<file path="src/rtl/cu_uop_seq_pkg.sv">
// cu_uop_seq_pkg: shared sizes, FSM state encoding and the latched job descriptor layout.
//   PE_NUM  - PEs in the compute unit (width of every PE mask)
//   DATA_W  - width of pe_num, num_mac and the writeback channel offset
//   FRAM_AW - feature RAM address width
//   KRAM_AW - kernel RAM address width
package cu_uop_seq_pkg;
    localparam int PE_NUM  = 32;
    localparam int DATA_W  = 16;
    localparam int FRAM_AW = 12;
    localparam int KRAM_AW = 10;

    typedef enum logic [2:0] {
        S_IDLE, S_MAC, S_BIAS, S_OUT, S_FLUSH, S_WAIT_WB, S_WAIT_DONE
    } uop_state_e;

    typedef struct packed {
        logic [DATA_W-1:0]  num_mac;
        logic [DATA_W-1:0]  pe_num;
        logic               bias;
        logic               relu;
        logic               last;
        logic [FRAM_AW-1:0] feat_base;
        logic [KRAM_AW-1:0] kern_base;
        logic [FRAM_AW-1:0] wb_base;
        logic [DATA_W-1:0]  wb_chofs;
    } cu_cmd_t;
endpackage

</file>
<file path="src/rtl/cu_uop_seq_if.sv">
// cu_uop_seq_if: job descriptor channel into the micro-op sequencer.
//   valid - descriptor valid (master -> slave)
//   ready - sequencer can take a descriptor (slave -> master)
//   cmd   - descriptor fields, sampled on valid && ready
interface cu_uop_seq_if;
    import cu_uop_seq_pkg::*;
    logic    valid;
    logic    ready;
    cu_cmd_t cmd;
    modport master (output valid, cmd, input ready);
    modport slave  (input valid, cmd, output ready);
endinterface

</file>
<file path="src/rtl/cu_uop_seq_pe_mask.sv">
// cu_uop_seq_pe_mask: pe_num -> thermometer mask of active PEs plus an out-of-range flag.
//   pe_num_i  - requested active PE count
//   mask_o    - (1 << pe_num) - 1, saturating to all ones
//   illegal_o - pe_num is 0 or larger than PE_NUM
module cu_uop_seq_pe_mask
    import cu_uop_seq_pkg::*;
(
    input  logic [DATA_W-1:0] pe_num_i,
    output logic [PE_NUM-1:0] mask_o,
    output logic              illegal_o
);
    assign mask_o    = ~({PE_NUM{1'b1}} << pe_num_i);
    assign illegal_o = pe_num_i == '0 || pe_num_i > DATA_W'(PE_NUM);
endmodule

</file>
<file path="src/rtl/cu_uop_seq.sv">
// cu_uop_seq: micro-op sequencer driving the compute unit for one convolution job at a time.
//   clk, rst              - clock, asynchronous active-high reset
//   cmd_if                - job descriptor valid/ready channel (slave side)
//   feat/kern_raddr_o     - BRAM read addresses, rd_en_o - BRAM read enable
//   in_valid/calc_bias/calc_relu/out_en_o, flush_o, bias_sel_o - cu controls, one cycle behind the reads
//   valid_pe_num/last_uop/wb_baseaddr/wb_ch_offset_o - descriptor fields forwarded to cu
//   wb_busy_i, illegal_uop_i, compute_done_i - cu status
//   job_done_o, job_err_o - one-cycle completion / error pulses
module cu_uop_seq
    import cu_uop_seq_pkg::*;
(
    input  logic               clk,
    input  logic               rst,
    cu_uop_seq_if.slave        cmd_if,
    output logic [FRAM_AW-1:0] feat_raddr_o,
    output logic [KRAM_AW-1:0] kern_raddr_o,
    output logic               rd_en_o,
    output logic               bias_sel_o,
    output logic [DATA_W-1:0]  valid_pe_num_o,
    output logic [PE_NUM-1:0]  in_valid_o,
    output logic [PE_NUM-1:0]  calc_bias_o,
    output logic [PE_NUM-1:0]  calc_relu_o,
    output logic [PE_NUM-1:0]  out_en_o,
    output logic               flush_o,
    output logic               last_uop_o,
    output logic [FRAM_AW-1:0] wb_baseaddr_o,
    output logic [DATA_W-1:0]  wb_ch_offset_o,
    input  logic               wb_busy_i,
    input  logic               illegal_uop_i,
    input  logic               compute_done_i,
    output logic               job_done_o,
    output logic               job_err_o
);
    uop_state_e        state_q, state_d;
    cu_cmd_t           cmd_q;
    logic [PE_NUM-1:0] mask_q, mask_w;
    logic [DATA_W-1:0] k_q, k_d;
    logic iv_q, iv_d, bsel_q, bsel_d, out_q, out_d, flush_q, flush_d;
    logic done_q, done_d, err_q, err_d;
    logic accept, bad_pe, bad_cmd, abort;

    cu_uop_seq_pe_mask u_mask (
        .pe_num_i  (cmd_if.cmd.pe_num),
        .mask_o    (mask_w),
        .illegal_o (bad_pe)
    );

    assign cmd_if.ready = !rst && state_q == S_IDLE;
    assign accept       = cmd_if.valid && cmd_if.ready;
    assign bad_cmd      = bad_pe || cmd_if.cmd.num_mac == '0;
    assign abort        = state_q != S_IDLE && illegal_uop_i;

    always_comb begin
        state_d = state_q;
        k_d     = k_q;
        done_d  = 1'b0;
        err_d   = 1'b0;
        case (state_q)
            S_IDLE: begin
                k_d     = '0;
                err_d   = accept && bad_cmd;
                state_d = accept && !bad_cmd ? S_MAC : S_IDLE;
            end
            S_MAC: begin
                // k runs one past the last MAC so the bias read lands on kern_base+N
                k_d     = k_q + 1'b1;
                state_d = k_q != cmd_q.num_mac - 1'b1 ? S_MAC : cmd_q.bias ? S_BIAS : S_OUT;
            end
            S_BIAS:  state_d = S_OUT;
            S_OUT:   state_d = S_FLUSH;
            S_FLUSH: state_d = S_WAIT_WB;
            S_WAIT_WB: begin
                // the flush itself is still on the wire during the first WAIT_WB cycle
                if (!wb_busy_i && !flush_q) begin
                    done_d  = !cmd_q.last;
                    state_d = cmd_q.last ? S_WAIT_DONE : S_IDLE;
                end
            end
            S_WAIT_DONE: begin
                done_d  = compute_done_i;
                state_d = compute_done_i ? S_IDLE : S_WAIT_DONE;
            end
            default: state_d = S_IDLE;
        endcase
        if (abort) begin
            state_d = S_IDLE;
            done_d  = 1'b0;
            err_d   = 1'b1;
        end
        // control stage follows the read stage by one cycle to match BRAM latency
        iv_d    = !abort && (state_q == S_MAC || state_q == S_BIAS);
        bsel_d  = !abort && state_q == S_BIAS;
        out_d   = !abort && state_q == S_OUT;
        flush_d = !abort && state_q == S_FLUSH;
    end

    always_ff @(posedge clk or posedge rst) begin
        if (rst) begin
            state_q <= S_IDLE;
            cmd_q   <= '0;
            mask_q  <= '0;
            k_q     <= '0;
            iv_q    <= 1'b0;
            bsel_q  <= 1'b0;
            out_q   <= 1'b0;
            flush_q <= 1'b0;
            done_q  <= 1'b0;
            err_q   <= 1'b0;
        end else begin
            state_q <= state_d;
            k_q     <= k_d;
            iv_q    <= iv_d;
            bsel_q  <= bsel_d;
            out_q   <= out_d;
            flush_q <= flush_d;
            done_q  <= done_d;
            err_q   <= err_d;
            if (accept) begin
                cmd_q  <= cmd_if.cmd;
                mask_q <= mask_w;
            end
        end
    end

    assign rd_en_o        = state_q == S_MAC || state_q == S_BIAS;
    assign feat_raddr_o   = rd_en_o ? cmd_q.feat_base + k_q[FRAM_AW-1:0] : '0;
    assign kern_raddr_o   = rd_en_o ? cmd_q.kern_base + k_q[KRAM_AW-1:0] : '0;
    assign in_valid_o     = iv_q ? mask_q : '0;
    assign calc_bias_o    = bsel_q ? mask_q : '0;
    assign bias_sel_o     = bsel_q;
    assign out_en_o       = out_q ? mask_q : '0;
    assign calc_relu_o    = out_q && cmd_q.relu ? mask_q : '0;
    assign flush_o        = flush_q;
    assign job_done_o     = done_q;
    assign job_err_o      = err_q;
    assign valid_pe_num_o = cmd_q.pe_num;
    assign last_uop_o     = cmd_q.last;
    assign wb_baseaddr_o  = cmd_q.wb_base;
    assign wb_ch_offset_o = cmd_q.wb_chofs;
endmodule

</file>
<file path="src/flat_wrapper.sv">
// flat-port wrapper written by rule: the top's interface ports become plain ports
module cu_uop_seq_flat import cu_uop_seq_pkg::*;
  (clk, rst, feat_raddr_o, kern_raddr_o, rd_en_o, bias_sel_o, valid_pe_num_o, in_valid_o, calc_bias_o, calc_relu_o, out_en_o, flush_o, last_uop_o, wb_baseaddr_o, wb_ch_offset_o, wb_busy_i, illegal_uop_i, compute_done_i, job_done_o, job_err_o, cmd_if_valid, cmd_if_cmd, cmd_if_ready);
  cu_uop_seq_if cmd_if_i ();
  input  logic clk;
  input  logic rst;
  output logic [FRAM_AW-1:0] feat_raddr_o;
  output logic [KRAM_AW-1:0] kern_raddr_o;
  output logic rd_en_o;
  output logic bias_sel_o;
  output logic [DATA_W-1:0] valid_pe_num_o;
  output logic [PE_NUM-1:0] in_valid_o;
  output logic [PE_NUM-1:0] calc_bias_o;
  output logic [PE_NUM-1:0] calc_relu_o;
  output logic [PE_NUM-1:0] out_en_o;
  output logic flush_o;
  output logic last_uop_o;
  output logic [FRAM_AW-1:0] wb_baseaddr_o;
  output logic [DATA_W-1:0] wb_ch_offset_o;
  input  logic wb_busy_i;
  input  logic illegal_uop_i;
  input  logic compute_done_i;
  output logic job_done_o;
  output logic job_err_o;
  input wire logic [$bits(cmd_if_i.valid)-1:0] cmd_if_valid;
  input wire logic [$bits(cmd_if_i.cmd)-1:0] cmd_if_cmd;
  output wire logic [$bits(cmd_if_i.ready)-1:0] cmd_if_ready;
  assign cmd_if_i.valid = cmd_if_valid;
  assign cmd_if_i.cmd = cmd_if_cmd;
  assign cmd_if_ready = cmd_if_i.ready;
  cu_uop_seq u_core (.clk(clk), .rst(rst), .cmd_if(cmd_if_i), .feat_raddr_o(feat_raddr_o), .kern_raddr_o(kern_raddr_o), .rd_en_o(rd_en_o), .bias_sel_o(bias_sel_o), .valid_pe_num_o(valid_pe_num_o), .in_valid_o(in_valid_o), .calc_bias_o(calc_bias_o), .calc_relu_o(calc_relu_o), .out_en_o(out_en_o), .flush_o(flush_o), .last_uop_o(last_uop_o), .wb_baseaddr_o(wb_baseaddr_o), .wb_ch_offset_o(wb_ch_offset_o), .wb_busy_i(wb_busy_i), .illegal_uop_i(illegal_uop_i), .compute_done_i(compute_done_i), .job_done_o(job_done_o), .job_err_o(job_err_o));
endmodule
</file>
<file path="config.mk">
export PLATFORM = sky130hd
export DESIGN_NAME = cu_uop_seq_flat
export DESIGN_NICKNAME = d
export VERILOG_FILES = /design/src/rtl/cu_uop_seq_pkg.sv /design/src/rtl/cu_uop_seq_if.sv /design/src/rtl/cu_uop_seq_pe_mask.sv /design/src/rtl/cu_uop_seq.sv /design/src/flat_wrapper.sv
export SDC_FILE = /design/constraint.sdc
export NUM_CORES = 1
export LEC_CHECK = 0
export BUFFER_PORTS_ARGS = -buffer_cell sky130_fd_sc_hd__buf_2
export CAP_MARGIN = 10
export CORE_MARGIN = 8
export CORE_UTILIZATION = 40
export DETAILED_ROUTE_END_ITERATION = 10
export PLACE_DENSITY_LB_ADDON = 0.3
export SYNTH_ARGS = -nofsm -noshare
export SYNTH_HDL_FRONTEND = slang
export SYNTH_SLANG_ARGS = --single-unit
export TNS_END_PERCENT = 30
</file>
<file path="constraint.sdc">
create_clock -name clk -period 9.3 [get_ports clk]
set_input_delay 1.86 -clock clk [delete_from_list [all_inputs] [get_ports clk]]
set_output_delay 1.86 -clock clk [all_outputs]
set_load 0.05 [all_outputs]
</file>
---- Yosys cells after proc, flatten, opt, wreduce, memory -nomap -nowiden ----
Cells that the tools add are included.
word-level totals
  bits of input ports ..................... 91
  word-level logic and storage cells ...... 78
  register bits ........................... 142
  output and inout bits ................... 201
operators by class
  add/subtract/negate cells ............... 4
  shift-type cells ........................ 1
  multiplexer cells ....................... 20
  reduce and logical (&&, ||, !) cells .... 25
  eq/ne operators ......................... 8
  bitwise operators ....................... 1
  magnitude comparators ................... 1
operators by type and width
  kind                                                                      count
  32-bit 2-to-1 mux                                                         4
  16-bit zero test                                                          2
  32-bit NOT                                                                1
  16-bit one-hot mux with 2 select lines                                    1
  32-bit by 16-bit << shifter with 32-bit output (first input constant)     1
  3-bit one-hot mux with 7 select lines                                     1
  16-bit by 1-bit adder with 16-bit output (second input constant)          1
  16-bit by 6-bit > comparator with 1-bit output (second input constant)    1
  16-bit inequality test                                                    1
  16-bit by 1-bit subtractor with 16-bit output (second input constant)     1
  3-bit 2-to-1 mux                                                          5
  12-bit adder                                                              1
  12-bit 2-to-1 mux                                                         1
  1-bit logical AND                                                         11
  10-bit adder                                                              1
  10-bit 2-to-1 mux                                                         1
  3-bit == test (second input constant)                                     3
  3-bit by 2-bit == test with 1-bit output (second input constant)          2
  1-bit zero test                                                           6
  1-bit 2-to-1 mux                                                          6
  3-bit by 1-bit == test with 1-bit output (second input constant)          1
  3-bit zero test                                                           1
  1-bit logical OR                                                          3
  3-bit by 1-bit inequality test with 1-bit output (second input constant)  1
  other kinds (3)                                                           3

---- Depth between registers and ports, before layout ----
  word-level depth ........................ 8
  gate-level depth with buffers ........... 10

---- Hierarchy ----
Synthesis repeated with hierarchy kept, for this count alone.
second synthesis, totals
  cell total of the unflattened synthesis .. 851
  area total of the unflattened synthesis .. 8,587.0 um^2
modules (own cells, without submodules)
  module              instances  cells an instance  seq. area each (um^2)  area an instance (um^2)
  cu_uop_seq          1          781                3,553.4                8,212.9
  cu_uop_seq_pe_mask  1          70                 0.0                    374.1

---- Least setup slack after synthesis ----
OpenSTA, ideal clock, no wires.
  kind .................................... reg2out
  start ................................... reg u_core.k_q[0]
  end ..................................... out feat_raddr_o[8]
  data required time ...................... 7.440 ns
  stages on the path, launching flop included .. 8
  buffers on the path ..................... 0
  arrival ................................. 2.943 ns
  setup slack ............................. 4.497 ns
  cells stage by stage .................... dfrtp_1 ha_1 fa_1 a21o_1 a211oi_1 o21ai_0 nand3_1 nor3b_1
between the ends
  word-level cells in the longest chain between the ends .. 2
ends and longest elaborated chain
  what                      RTL line           text
  start: declaration        cu_uop_seq.sv:37   logic [DATA_W-1:0] k_q, k_d;
  start signal: assignment  cu_uop_seq.sv:111  k_q <= k_d;
  12-bit adder              cu_uop_seq.sv:126  assign feat_raddr_o = rd_en_o ? cmd_q.feat_base + k_q[FRAM_AW-1:0] : '0;
  12-bit 2-to-1 mux         cu_uop_seq.sv:126
  end: declaration          flat_wrapper.sv:7  output logic [FRAM_AW-1:0] feat_raddr_o;
No other way between the ends.

---- Worst setup path after layout ----
  start ................................... reg u_core.k_q[0]
  end ..................................... out kern_raddr_o[8]
between the ends
  word-level cells in the longest chain between the ends .. 2
ends and longest elaborated chain
  what               RTL line           text
  10-bit adder       cu_uop_seq.sv:127  assign kern_raddr_o = rd_en_o ? cmd_q.kern_base + k_q[KRAM_AW-1:0] : '0;
  10-bit 2-to-1 mux  cu_uop_seq.sv:127
  end: declaration   flat_wrapper.sv:8  output logic [KRAM_AW-1:0] kern_raddr_o;
No other way between the ends.

==> reports/results.ini <==
[clocking]
cts_made_buffers=17
post_cts_resized=0
cts_root_buf=clkbuf_16
clk_latency_ns=0.43
holdBufCountCts=0
tritoncts=yes
post_cts_buffers=0
cts-htree-levels=4
cts.clk_slew.worst_paths_ns=0.06
clockBufferDepth=2
clock-sinks=142

[power]
power_density_nw_per_um2=272
vdd_drop_max_mv=0.137
leakage_uw=0.00571

[worst_setup_path]
reg2reg_depth=8
path_class=register to output port
slowest_stage=dfrtp_1
rrSetupSlack_ns=5.81
required_ns=7.44
crit_arrival_ns=3.04
endpoint_kind=output port
cp_top_family=compound AO/OA/AOI/OAI gates
worst-path-stages=10
slowest_delay_ns=0.45
path_buf_inv=1
worstPathMaxFanout=6
start_kind=register
crit_chain=ha_1 > fa_1 > a21o_1 > a21oi_1 > nor2b_1 > o21a_1 > o41a_1 > xnor2_1 > nor2_1 > buf_2

[final_layout]
final_cell_mix=nand2_1, buf_2, dfrtp_1
areaGrowthSynthToFinish_pct=21.9
drive_gt1_share_pct=26.1
fin_util_pct=49.3
finalInstanceArea_um2=10300
fin_nets=1366
antennaDiodeCount=0
fillCellCount=2074
final_common_cell=nand2_1

[worst_hold_path]
hp-class=register to register
whs_path_depth=1

[logic_synthesis]
synth_ff_type=dfrtp_1
yosys_warnings=0
ys_types=52
ys_ff_latch=142
syn_inst=1039
synth_nets=1154
synth_seq_area_share_pct=42.1
async_reset_ff_share_pct=100
synth-edff-count=0
mappedNetlistArea_um2=8430
syn_area_per_cell_um2=8.11

[timing]
tns_ns=0
finalCritPeriodShare_pct=52.7
hold_viol=0
fin_crit_ns=4.90
rsz0062_at_grt=false
slew_headroom_pct=41.8
tightest_slew_ns=0.874
clock_skew_ns=0.0177
max_freq_mhz=204
final-setup-viol-count=0
report.final.slew_viol_count=0

[run]
maxCapViolations=0

[drt]
vias_per_cell=5.04
drtAntennaViolNets=0
drtIter0Drc=412
first_pass_iters=5
routed_wl_mm=26.1
route.detailed.drc=0
wire_per_inst_um=17.0
vias=7753

[grt]
antenna_found_initial=8
grt_max_degree=85
grt_pass1_vias=7569
grtUsageTotal_pct=19.9
grt_pass1_wl_mm=41.7
overflow=0

[die]
die_area_um2=26000
std_cell_rows=53
die_y_um=161
die_w_um=161
core_um2=20800
io_pins=292
start_util_pct=40.5

[place]
hpwl_mm=19.6
io_buffers=291
dpl_cell_area_um2=9720
gp_congestion=0.852

[run_status]
status=finished, final reports clean

==> per-stage QoR <==
| stage | worst slack (ns) | std cells | hold slack [ns] | power (uW) |
|---|---|---|---|---|
| 2_1_floorplan | 3.63 | 1039 | 0.431 | 1920 |
| 3_3_place_gp | 4.88 | 1507 | 0.447 | 2140 |
| 3_5_place_dp | 4.83 | 1507 | 0.457 | 2150 |
| 4_1_cts | 4.38 | 1538 | 0.463 | 2820 |
| 5_1_grt | 4.17 | 1538 | 0.481 | 2960 |
| 6_report | 4.40 | 1538 | 0.458 | 2800 |
==> per-layer routing <==
layer / wire, um / vias to the layer above / track usage, %
li1: - / 3812 / -
met1: 11500 / 3608 / 25.1
met2: 11800 / 278 / 31.4
met3: 2310 / 41 / 7.28
met4: 418 / 14 / 6.10
met5: 93 / - / 0
==> synth_stat cells (16+ instances only) <==
master | number | share of area, %
dfrtp_1 | 142 | 42
a21oi_1 | 48 | 2.8
buf_4 | 44 | 3.9
xor2_1 | 16 | 1.7
nor2_1 | 58 | 2.6
clkbuf_1 | 48 | 2.1
and3_1 | 39 | 2.9
ha_1 | 22 | 3.3
nand2_1 | 303 | 13
o21ai_0 | 35 | 2.1
xnor2_1 | 24 | 2.5
and2_1 | 103 | 7.6
==> layout make-up <==
type,count,area [um^2],area share [%]
multi-input combinational,786,4300,41.9
timing repair buffer,295,1490,14.5
clock buffer,24,462,4.49
inverter,9,38.8,0.377
tap,275,344,3.35
sequential,142,3550,34.6
clock inverter,7,88.8,0.865
==> cell families (layout without fill, tap and decap cells) <==
group / count (synthesis) / in the layout / synth area share (%)
AOI/OAI and AO/OA: 128 / 128 / 8.96
xor gates and xnor gates: 40 / 40 / 4.16
adders and majority gates: 24 / 24 / 3.74
buffers and inverters: 111 / 335 / 6.95
DFF: 142 / 142 / 42.1
muxes: 11 / 11 / 1.34
and+or+nand+nor: 583 / 583 / 32.7
==> state kept, by name (all words and copies together) (netlist names) <==
name,cells
u_core.k_q,16
u_core.out_q,1
u_core.iv_q,1
u_core.job_err_o,1
u_core.wb_baseaddr_o,12
u_core.mask_q,32
u_core.job_done_o,1
u_core.state_q,3
u_core.cmd_q,40
u_core.valid_pe_num_o,16
u_core.bias_sel_o,1
u_core.last_uop_o,1
u_core.flush_o,1
u_core.wb_ch_offset_o,16
==> path summary, 6_finish.rpt <==
| path | start | endpoint |
|---|---|---|
| max | u_core.k_q[0] | kern_raddr_o[8] |
| min | u_core.cmd_q[52] | u_core.state_q[0] |
| max reg2reg | u_core.state_q[0] | u_core.mask_q[20] |
| min reg2reg | u_core.cmd_q[52] | u_core.state_q[0] |
| max in group asynchronous | rst | u_core.cmd_q[75] |
| min in group asynchronous | rst | u_core.job_done_o |
==> where the power goes <==
part           switching (uW)  internal [uW]
logic                     877            314
clock network             262            399
registers                 170            774
total                    1310           1490
(Power assumes the default switching activity.)
